### src/rtl/dsp_simd_pkg.sv
// Shared types and constants for the SIMD-2x packed DSP datapath.
// unpack2 splits a packed two-lane accumulator into signed lane results.
package dsp_simd_pkg;

  localparam int unsigned P_W      = 48;
  localparam int unsigned LANE_W   = 20;
  localparam int unsigned MAX_TAPS = 4;
  localparam int unsigned ACC_W    = 2 * LANE_W;

  typedef logic signed [LANE_W-1:0] lane_t;
  typedef logic [ACC_W-1:0] acc_t;

  typedef struct packed {
    lane_t      hi;
    lane_t      lo;
    logic [2:0] taps;
  } simd2_res_t;

  // A negative low lane borrowed one from the upper field; adding its sign bit restores it.
  function automatic simd2_res_t unpack2(input acc_t acc);
    simd2_res_t res;
    res.lo   = lane_t'(acc[LANE_W-1:0]);
    res.hi   = lane_t'(acc[ACC_W-1:LANE_W]) + lane_t'({{(LANE_W-1){1'b0}}, acc[LANE_W-1]});
    res.taps = '0;
    return res;
  endfunction

endpackage

### src/rtl/dsp_simd2x_unpack_acc_if.sv
// Packed-product input stream and unpacked lane-result output stream.
interface dsp_simd2x_unpack_acc_if;
  import dsp_simd_pkg::*;

  logic           s_valid;
  logic           s_ready;
  logic [P_W-1:0] s_packed;
  logic           s_last;
  logic           m_valid;
  logic           m_ready;
  lane_t          m_hi;
  lane_t          m_lo;
  logic [2:0]     m_taps;
  logic           err_overrun;

  modport slave (
    input  s_valid, s_packed, s_last, m_ready,
    output s_ready, m_valid, m_hi, m_lo, m_taps, err_overrun
  );

  modport master (
    output s_valid, s_packed, s_last, m_ready,
    input  s_ready, m_valid, m_hi, m_lo, m_taps, err_overrun
  );

endinterface

### src/rtl/dsp_simd2x_unpack_acc_skid_buffer.sv
// Generic 2-entry valid/ready register slice; in_ready depends only on local state,
// so there is no combinational path from out_ready to in_ready.
module skid_buffer #(
  parameter type T = logic
) (
  input  logic clk,
  input  logic aresetn,
  input  logic in_valid,
  output logic in_ready,
  input  T     in_data,
  output logic out_valid,
  input  logic out_ready,
  output T     out_data
);

  T     main_q, main_d;
  T     skid_q, skid_d;
  logic main_vld_q, main_vld_d;
  logic skid_vld_q, skid_vld_d;
  logic push, pop;

  assign in_ready  = !skid_vld_q;
  assign push      = in_valid && in_ready;
  assign pop       = main_vld_q && out_ready;
  assign out_valid = main_vld_q;
  assign out_data  = main_q;

  always_comb begin
    main_d     = main_q;
    main_vld_d = main_vld_q;
    skid_d     = skid_q;
    skid_vld_d = skid_vld_q;
    if (!main_vld_q || pop) begin
      // Older skid entry goes first to keep strict FIFO order.
      if (skid_vld_q) begin
        main_d     = skid_q;
        main_vld_d = 1'b1;
        skid_vld_d = 1'b0;
      end else if (push) begin
        main_d     = in_data;
        main_vld_d = 1'b1;
      end else begin
        main_vld_d = 1'b0;
      end
    end else if (push) begin
      skid_d     = in_data;
      skid_vld_d = 1'b1;
    end
  end

  always_ff @(posedge clk or negedge aresetn) begin
    if (!aresetn) begin
      main_q     <= '0;
      skid_q     <= '0;
      main_vld_q <= 1'b0;
      skid_vld_q <= 1'b0;
    end else begin
      main_q     <= main_d;
      skid_q     <= skid_d;
      main_vld_q <= main_vld_d;
      skid_vld_q <= skid_vld_d;
    end
  end

endmodule

### src/rtl/dsp_simd2x_unpack_acc.sv
// Accumulates packed SIMD-2x DSP products over a tap group, then unpacks the sum into
// two signed lanes and queues the pair through a 2-entry output slice.
module dsp_simd2x_unpack_acc
  import dsp_simd_pkg::*;
(
  input logic                   clk,
  input logic                   aresetn,
  dsp_simd2x_unpack_acc_if.slave bus
);

  localparam logic [2:0] TapsMax = 3'(MAX_TAPS);
  localparam logic [2:0] TapsSat = 3'd7;

  acc_t       acc_q, acc_d, acc_next;
  logic [2:0] tap_cnt_q, tap_cnt_d, tap_cnt_next;
  logic       first_q, first_d;
  logic       err_q, err_d;
  logic       accept, push, push_ready;
  simd2_res_t push_res, out_res;
  logic       unused_upper;

  assign unused_upper = ^bus.s_packed[P_W-1:ACC_W];
  assign accept       = bus.s_valid && push_ready;
  assign push         = accept && bus.s_last;

  always_comb begin
    acc_next     = (first_q ? '0 : acc_q) + bus.s_packed[ACC_W-1:0];
    tap_cnt_next = first_q ? 3'd1 : ((tap_cnt_q == TapsSat) ? TapsSat : tap_cnt_q + 3'd1);

    acc_d     = acc_q;
    tap_cnt_d = tap_cnt_q;
    first_d   = first_q;
    err_d     = err_q;
    if (accept) begin
      acc_d     = acc_next;
      tap_cnt_d = tap_cnt_next;
      first_d   = bus.s_last;
      if (tap_cnt_next > TapsMax) begin
        err_d = 1'b1;
      end
    end

    push_res      = unpack2(acc_next);
    push_res.taps = tap_cnt_next;
  end

  always_ff @(posedge clk or negedge aresetn) begin
    if (!aresetn) begin
      acc_q     <= '0;
      tap_cnt_q <= '0;
      first_q   <= 1'b1;
      err_q     <= 1'b0;
    end else begin
      acc_q     <= acc_d;
      tap_cnt_q <= tap_cnt_d;
      first_q   <= first_d;
      err_q     <= err_d;
    end
  end

  skid_buffer #(
    .T(simd2_res_t)
  ) u_out_slice (
    .clk      (clk),
    .aresetn  (aresetn),
    .in_valid (push),
    .in_ready (push_ready),
    .in_data  (push_res),
    .out_valid(bus.m_valid),
    .out_ready(bus.m_ready),
    .out_data (out_res)
  );

  assign bus.s_ready     = push_ready;
  assign bus.m_hi        = out_res.hi;
  assign bus.m_lo        = out_res.lo;
  assign bus.m_taps      = out_res.taps;
  assign bus.err_overrun = err_q;

endmodule

### src/flat_wrapper.sv
// flat-port wrapper written by rule: the top's interface ports become plain ports
module dsp_simd2x_unpack_acc_flat import dsp_simd_pkg::*;
  (clk, aresetn, bus_s_valid, bus_s_packed, bus_s_last, bus_m_ready, bus_s_ready, bus_m_valid, bus_m_hi, bus_m_lo, bus_m_taps, bus_err_overrun);
  dsp_simd2x_unpack_acc_if bus_i ();
  input logic clk;
  input logic aresetn;
  input wire logic [$bits(bus_i.s_valid)-1:0] bus_s_valid;
  input wire logic [$bits(bus_i.s_packed)-1:0] bus_s_packed;
  input wire logic [$bits(bus_i.s_last)-1:0] bus_s_last;
  input wire logic [$bits(bus_i.m_ready)-1:0] bus_m_ready;
  output wire logic [$bits(bus_i.s_ready)-1:0] bus_s_ready;
  output wire logic [$bits(bus_i.m_valid)-1:0] bus_m_valid;
  output wire logic [$bits(bus_i.m_hi)-1:0] bus_m_hi;
  output wire logic [$bits(bus_i.m_lo)-1:0] bus_m_lo;
  output wire logic [$bits(bus_i.m_taps)-1:0] bus_m_taps;
  output wire logic [$bits(bus_i.err_overrun)-1:0] bus_err_overrun;
  assign bus_i.s_valid = bus_s_valid;
  assign bus_i.s_packed = bus_s_packed;
  assign bus_i.s_last = bus_s_last;
  assign bus_i.m_ready = bus_m_ready;
  assign bus_s_ready = bus_i.s_ready;
  assign bus_m_valid = bus_i.m_valid;
  assign bus_m_hi = bus_i.m_hi;
  assign bus_m_lo = bus_i.m_lo;
  assign bus_m_taps = bus_i.m_taps;
  assign bus_err_overrun = bus_i.err_overrun;
  dsp_simd2x_unpack_acc u_core (.clk(clk), .aresetn(aresetn), .bus(bus_i));
endmodule
### config.mk
export PLATFORM = sky130hd
export DESIGN_NAME = dsp_simd2x_unpack_acc_flat
export DESIGN_NICKNAME = d
export VERILOG_FILES = /design/src/rtl/dsp_simd_pkg.sv /design/src/rtl/dsp_simd2x_unpack_acc_if.sv /design/src/rtl/dsp_simd2x_unpack_acc_skid_buffer.sv /design/src/rtl/dsp_simd2x_unpack_acc.sv /design/src/flat_wrapper.sv
export SDC_FILE = /design/constraint.sdc
export NUM_CORES = 1
export LEC_CHECK = 0
export CAP_MARGIN = 20
export CELL_PAD_IN_SITES_DETAIL_PLACEMENT = 0
export CELL_PAD_IN_SITES_GLOBAL_PLACEMENT = 1
export CORE_ASPECT_RATIO = 0.6
export CORE_UTILIZATION = 35
export CTS_BUF_LIST = sky130_fd_sc_hd__clkbuf_2
export DETAILED_ROUTE_END_ITERATION = 8
export PLACE_DENSITY = 0.7
export RECOVER_POWER = 100
export REMOVE_ABC_BUFFERS = 1
export SYNTH_ARGS = -nofsm -noshare
export SYNTH_HDL_FRONTEND = slang
export SYNTH_SLANG_ARGS = --single-unit
### constraint.sdc
create_clock -name clk -period 8.75 [get_ports clk]
set_input_delay 1.75 -clock clk [delete_from_list [all_inputs] [get_ports clk]]
set_output_delay 1.75 -clock clk [all_outputs]
set_load 0.01 [all_outputs]
==> impl_metrics.yaml, run 1 <==
global_route:
  grt_pass1_wl_um: 38340
  overflow: 0
  grt_pass1_vias: 6829
  grt_max_degree: 81
  antenna_found_initial: 0
  grt_usage_pct: 19.97
setup_path:
  path_depth: 19
  path_delay_family: "compound AO/OA/AOI/OAI gates"
  end_kind: "register"
  crit_end: "u_core.u_out_slice.out_data[39]"
  cp_data_arrival_time_ns: 7.56
  critPathBufInv: 3
  r2r_setup_slack_ns: 1.88
  r2r_cells: 19
  crit_fanout: 25
  crit_top_cell: "ha_1"
  crit_chain: "clkbuf_1 > nor2b_1 > ha_1 > a21oi_1 > nor2_1 > o2111ai_1 > nand2_1 > a21boi_0 > o21ai_0 > a21oi_1 > xor2_1 > inv_1 > ha_1 > ha_1 > inv_1 > or4_1 > o31a_1 > o311ai_0 > o21a_1"
  critPathMaxStageDelay_ns: 1.28
  r2r_end: "u_core.u_out_slice.out_data[39]"
  crit_type: "register to register"
  cp.required_ns: 9.44
  worstSetupStartpointType: "register"
  crit_start: "u_core.first_q"
  r2r-start: "u_core.first_q"
  cp_slowest_cell: "dfstp_1"
routing:
  drt_first_pass_iters: 5
  maxUsedRoutingLayer: "met4"
  wire_per_inst_um: 16.94
  remaining_drc_errors: 0
  ant_nets: 0
  route.met2.wl_um: 8719
  route.met3.wl_um: 1063
  drt_iter0_drc: 449
  drt-total-wl_um: 23420
  viasPerCell: 5.315
  vias: 7351
  met1_length_um: 13490
timing:
  setup-tns-final_ns: 0
  fin_skew_ns: 0.04351
  period_needed_ns: 6.873
  relSlewSlack_pct: -157.0
  setup_ws_ns: 1.877
  max_freq_mhz: 145.5
  drv_slew: 361
  tightest_slew_ns: 3.856
  setup_viol: 0
  fin_crit_sh_pct: 78.55
  rsz0062_at_grt: "false"
  hold_viol_final: 0
floorplan:
  std_cell_rows: 43
  die_h_um: 122.4
  die_w_um: 202.7
  die_area_um2: 24810
  boundaryPins: 99
  core_um2: 23400
  start_util_pct: 36.13
clock_network:
  cts.sink_count: 133
  cts-root-buf: "clkbuf_2"
  path_clk_slew_ns: 0.20
  clk_latency_ns: 0.76
  cts_buffer_depth: 2
  cts_setup_buffers: 0
  cts-buffers-inserted: 17
  tritoncts: "yes"
  htreeDepth: 4
  cts-resized-gates: 0
  cts_hold_buf: 0
power:
  combPwrFrac_pct: 51.5
  cellPowerDensity_nw_per_um2: 302.0
  p_int_w: 0.001695
  power_frac_seq_pct: 34.6
  p_clk_share_pct: 13.9
  p_sw_share_pct: 42.74
  p_leak_nw: 4.167
  p_sw_w: 0.001265
  ir_drop_mv: 0.1191
layout:
  nFillCells: 2433
  regArea_um2: 3331
  drive_above_1_share_pct: 6.461
  synthToLayoutAreaGrowth_pct: 15.90
  multi_input_area_um2: 4841
  nNetsFinal: 1151
  diodes: 0
synth:
  ys_ff_latch: 133
  synth_edf_count: 0
  ys_async_sr_fraction_pct: 100.0
  synthTopCellsByArea: "dfrtp_1, o21ai_0, nand2_1, ha_1, a21oi_1"
  synth.avg_cell_area_um2: 8.508
  synth_common_cells: "nand2_1, o21ai_0, dfrtp_1"
  yosys_warnings: 0
  syn-instance-count: 994
  ys_seq_area_share_pct: 39.37
  yosysMostFrequentCell: "nand2_1"
  yosys.area.top_type: "dfrtp_1"
  synth.top_cell.area_share_pct: 39.06
  syn-cell-area_um2: 8457
  synth_cell_types: 64
  yosys_most_used_dff: "dfrtp_1"
worst_hold_path:
  hold_path.class: "register to register"
outcome:
  outcome: "finished, violations left"
  violations: "capacitance limit, slew limit"
placement:
  gp_routability_congestion: 0.8946
  place_ws_ns: 2.127
  dpl.hpwl_um: 17050
  portBuffers: 90
job:
  cap_violations: 5
## cell families (layout without fill, tap and decap cells)
| family | after synthesis | in the layout | synth area share, % |
|---|---|---|---|
| simple gates | 369 | 369 | 20.99 |
| compound gates | 310 | 310 | 22.04 |
| flops | 133 | 133 | 39.37 |
| buf+inv | 70 | 144 | 3.240 |
| fa+ha+maj | 43 | 43 | 6.451 |
| xor+xnor | 38 | 38 | 3.936 |
| mux | 31 | 31 | 3.965 |
## worst min path at each step
stage	start	to	slack (ns)	depth (start not counted)
floorplan	u_core.acc_q[31]	u_core.acc_q[31]	0.44	2
global placement	u_core.acc_q[3]	u_core.acc_q[3]	0.46	2
detailed placement	u_core.acc_q[10]	u_core.acc_q[10]	0.46	2
global route	u_core.u_out_slice.skid_q[35]	u_core.u_out_slice.skid_q[35]	0.52	2
CTS	u_core.acc_q[14]	u_core.acc_q[14]	0.50	2
finish	u_core.u_out_slice.out_data[25]	u_core.u_out_slice.out_data[25]	0.50	2
## cell usage in the layout (no fill, tap or decap), drive strengths merged, types with 4 or more instances in the layout
| cell | netlist | final |
|---|---|---|
| nor4 | 13 | 13 |
| inv | 15 | 16 |
| a211oi | 14 | 14 |
| o21a | 11 | 11 |
| nand2 | 149 | 149 |
| a21o | 13 | 13 |
| o211ai | 10 | 10 |
| nor2b | 43 | 43 |
| mux2i | 11 | 11 |
| dfrtp | 132 | 132 |
| and2 | 8 | 8 |
| nand3 | 22 | 22 |
| xor2 | 18 | 18 |
| ha | 42 | 42 |
| clkdlybuf4s50 | 0 | 41 |
| dlygate4sd3 | 0 | 48 |
| nor3 | 28 | 28 |
| o31ai | 7 | 7 |
| nor2 | 55 | 55 |
| clkinv | 0 | 6 |
| a21oi | 82 | 82 |
| xnor2 | 20 | 20 |
| a31oi | 4 | 4 |
| or2 | 7 | 7 |
| mux2 | 20 | 20 |
| or3 | 8 | 8 |
| clkinvlp | 0 | 4 |
| o21bai | 6 | 6 |
| clkbuf | 48 | 24 |
| o21ai | 136 | 136 |
| and3 | 11 | 11 |
| nand4 | 14 | 14 |
## worst register-to-register path: stages, from the launching register on
cell and delay, ns:
dfstp_1 1.28, clkbuf_1 0.85, nor2b_1 0.12, ha_1 0.27, a21oi_1 0.21, nor2_1 0.10
o2111ai_1 0.39, nand2_1 0.17, a21boi_0 0.43, o21ai_0 0.27, a21oi_1 0.29, xor2_1 0.18
inv_1 0.09, ha_1 0.21, ha_1 0.22, inv_1 0.05, or4_1 0.78, o31a_1 0.39
o311ai_0 0.36, o21a_1 0.18
## flip-flops by register name (all words and copies together) (netlist names)
name and flops:
u_core.u_out_slice.out_data 43, u_core.acc_q 40, u_core.tap_cnt_q 3, u_core.u_out_slice.skid_vld_q 1, u_core.u_out_slice.skid_q 43, u_core.bus.err_overrun 1, u_core.u_out_slice.out_valid 1, u_core.first_q 1
## stage by stage
stage | cells | util, % | area, µm² | total power, W | hold WS (ns)
after floorplan | 939 | - | 8239 | 0.002070 | 0.4407
after global placement | 1351 | 40.98 | 9592 | 0.002585 | 0.4554
after detailed placement | 1351 | 40.98 | 9592 | 0.002609 | 0.4629
final | 1383 | 41.88 | 9802 | 0.002961 | 0.4960
after CTS | 1383 | 42.05 | 9842 | 0.003029 | 0.5046
after global routing | 1383 | 41.88 | 9802 | 0.003249 | 0.5242
## power groups by stage
| stage | combinational [W] | sequential [W] | clock [W] |
|---|---|---|---|
| CTS | 0.00157 | 0.00103 | 0.000429 |
| global route | 0.00173 | 0.00107 | 0.000450 |
| floorplan | 0.00100 | 0.00107 | 0 |
| finish | 0.00152 | 0.00103 | 0.000411 |
| global placement | 0.00155 | 0.00104 | 0 |
| detailed placement | 0.00156 | 0.00105 | 0 |
## metal layers
layer  up-vias  GRT usage (%)
met3         8          4.142
met1      3504          32.95
met4         0          3.759
met2       147          25.64
met5         -              0
li1       3692              -
## area by class of cell
type / instances / share of cell area [%]
multi-input cells: 791 / 49.39
clock inverters: 14 / 1.634
inverters: 15 / 0.5744
flip-flops and latches: 133 / 33.98
repair buffers: 97 / 9.484
clock buffers: 18 / 0.9191
well taps: 315 / 4.021
Note: power is estimated with default switching activity, not from simulation.
==> run 2: changes to the inputs <==
- PLACE_DENSITY: 0.7 -> 0.73
- clock period: 8.75 -> 5.9 ns (I/O delays scaled with it)
==> impl_metrics.yaml, run 2 (synthesis results as in run 1) <==
timing:
  setup-tns-final_ns: 0
  max_freq_mhz: 190.1
  fin_skew_ns: 0.03878
  rsz0062_at_grt: "false"
  relSlewSlack_pct: -116.6
  fin_crit_sh_pct: 89.18
  period_needed_ns: 5.262
  drv_slew: 225
  setup_viol: 0
  hold_viol_final: 0
  tightest_slew_ns: 3.250
setup_path:
  worstSetupStartpointType: "register"
  end_kind: "register"
  crit_fanout: 14
  cp.required_ns: 6.40
  critPathMaxStageDelay_ns: 0.82
  cp_slowest_cell: "dfstp_2"
  crit_chain: "nor2b_1 > ha_1 > fa_1 > a211oi_1 > o21ai_0 > a32oi_4 > nand3b_1 > buf_4 > a311oi_4 > nand3_2 > or4_1 > nor4_1 > xor2_1 > o21ai_0"
  critPathBufInv: 1
  path_delay_family: "compound AO/OA/AOI/OAI gates"
  cp_data_arrival_time_ns: 5.76
  crit_top_cell: "o21ai_0"
  crit_type: "register to register"
power:
  p_leak_nw: 4.202
  ir_drop_mv: 0.1877
  cellPowerDensity_nw_per_um2: 447.1
  combPwrFrac_pct: 52.0
  p_clk_share_pct: 13.6
  power_frac_seq_pct: 34.4
  p_sw_share_pct: 42.76
  p_sw_w: 0.001888
  p_int_w: 0.002526
layout:
  diodes: 0
  layout_common_cells: "nand2_1, o21ai_0, dfrtp_1"
  nNetsFinal: 1164
  final_common_cell: "nand2_1"
  synthToLayoutAreaGrowth_pct: 16.73
  drive_above_1_share_pct: 6.753
  fin_area_um2: 9872
floorplan:
  die_area_um2: 24810
  die_h_um: 122.4
  die_w_um: 202.7
  std_cell_rows: 43
  start_util_pct: 36.13
  boundaryPins: 99
  core_um2: 23400
global_route:
  grt_pass1_vias: 6863
  antenna_found_initial: 0
  grt_usage_pct: 19.94
  overflow: 0
  grt_pass1_wl_um: 38100
  grt_max_degree: 95
routing:
  wire_per_inst_um: 16.76
  drt_first_pass_iters: 5
  remaining_drc_errors: 0
  viasPerCell: 5.263
  drt_iter0_drc: 447
  vias: 7347
  ant_nets: 0
  drt-total-wl_um: 23400
clock_network:
  clk_latency_ns: 0.77
  cts_hold_buf: 0
  cts-buffers-inserted: 17
  cts.sink_count: 133
  path_clk_slew_ns: 0.19
  cts_setup_buffers: 0
  htreeDepth: 4
  cts_buffer_depth: 2
  cts-resized-gates: 0
  cts-root-buf: "clkbuf_2"
  tritoncts: "yes"
outcome:
  violations: "capacitance limit, slew limit"
  outcome: "finished, violations left"
placement:
  dpl.hpwl_um: 17370
  gp_routability_congestion: 0.9065
  placed_cell_area_um2: 9689
  portBuffers: 90
worst_hold_path:
  hold_path.class: "primary input to async pin"
job:
  cap_violations: 4
run 2: power groups by stage:
stage	clock network [W]	logic, W	registers (W)
2_1_floorplan	0	0.00149	0.00158
3_3_place_gp	0	0.00233	0.00154
3_5_place_dp	0	0.00235	0.00155
4_1_cts	0.000629	0.00236	0.00153
5_1_grt	0.000666	0.00258	0.00158
6_report	0.000598	0.00230	0.00152
run 2: final timing paths:
check                                                start  depth (start not counted)                         endpoint  slack (ns)
min reg2reg                u_core.u_out_slice.out_data[25]                          2  u_core.u_out_slice.out_data[25]        0.49
max reg2reg                                 u_core.first_q                         14    u_core.u_out_slice.skid_q[40]        0.64
min in group clk           u_core.u_out_slice.out_data[25]                          2  u_core.u_out_slice.out_data[25]        0.49
max                                         u_core.first_q                         14    u_core.u_out_slice.skid_q[40]        0.64
max in group asynchronous                          aresetn                          2    u_core.u_out_slice.skid_q[41]        2.65
min                                                aresetn                          1           u_core.bus.err_overrun        0.49
run 2: per-stage QoR:
stage | utilization [%] | setup WS [ns] | cells | power (W) | hold WS (ns)
2_1_floorplan | - | 1.137 | 939 | 0.003070 | 0.4407
3_3_place_gp | 41.40 | 0.2060 | 1364 | 0.003862 | 0.4546
3_5_place_dp | 41.40 | 0.2065 | 1364 | 0.003901 | 0.4626
4_1_cts | 42.45 | 0.9430 | 1396 | 0.004521 | 0.4436
5_1_grt | 42.18 | 0.2979 | 1396 | 0.004825 | 0.4746
6_report | 42.18 | 0.6384 | 1396 | 0.004414 | 0.4927
run 2: area by class of cell:
class / instances / area, µm²
Sequential cell: 133 / 3331
Clock inverter: 15 / 161.4
Multi-Input combinational cell: 791 / 4832
Timing Repair Buffer: 110 / 1012
Inverter: 15 / 56.30
Fill cell: 2466 / 13530
Tap cell: 315 / 394.1
Clock buffer: 17 / 85.08
run 2: metal layers:
layer	vias to the layer above	share of wire, %	GRT usage, %	wire length, µm
li1	3722	-	-	-
met5	-	0	0	0
met3	11	4.6	3.930	1074
met4	0	0.78	4.323	182
met1	3470	58	32.93	13570
met2	144	37	25.49	8568
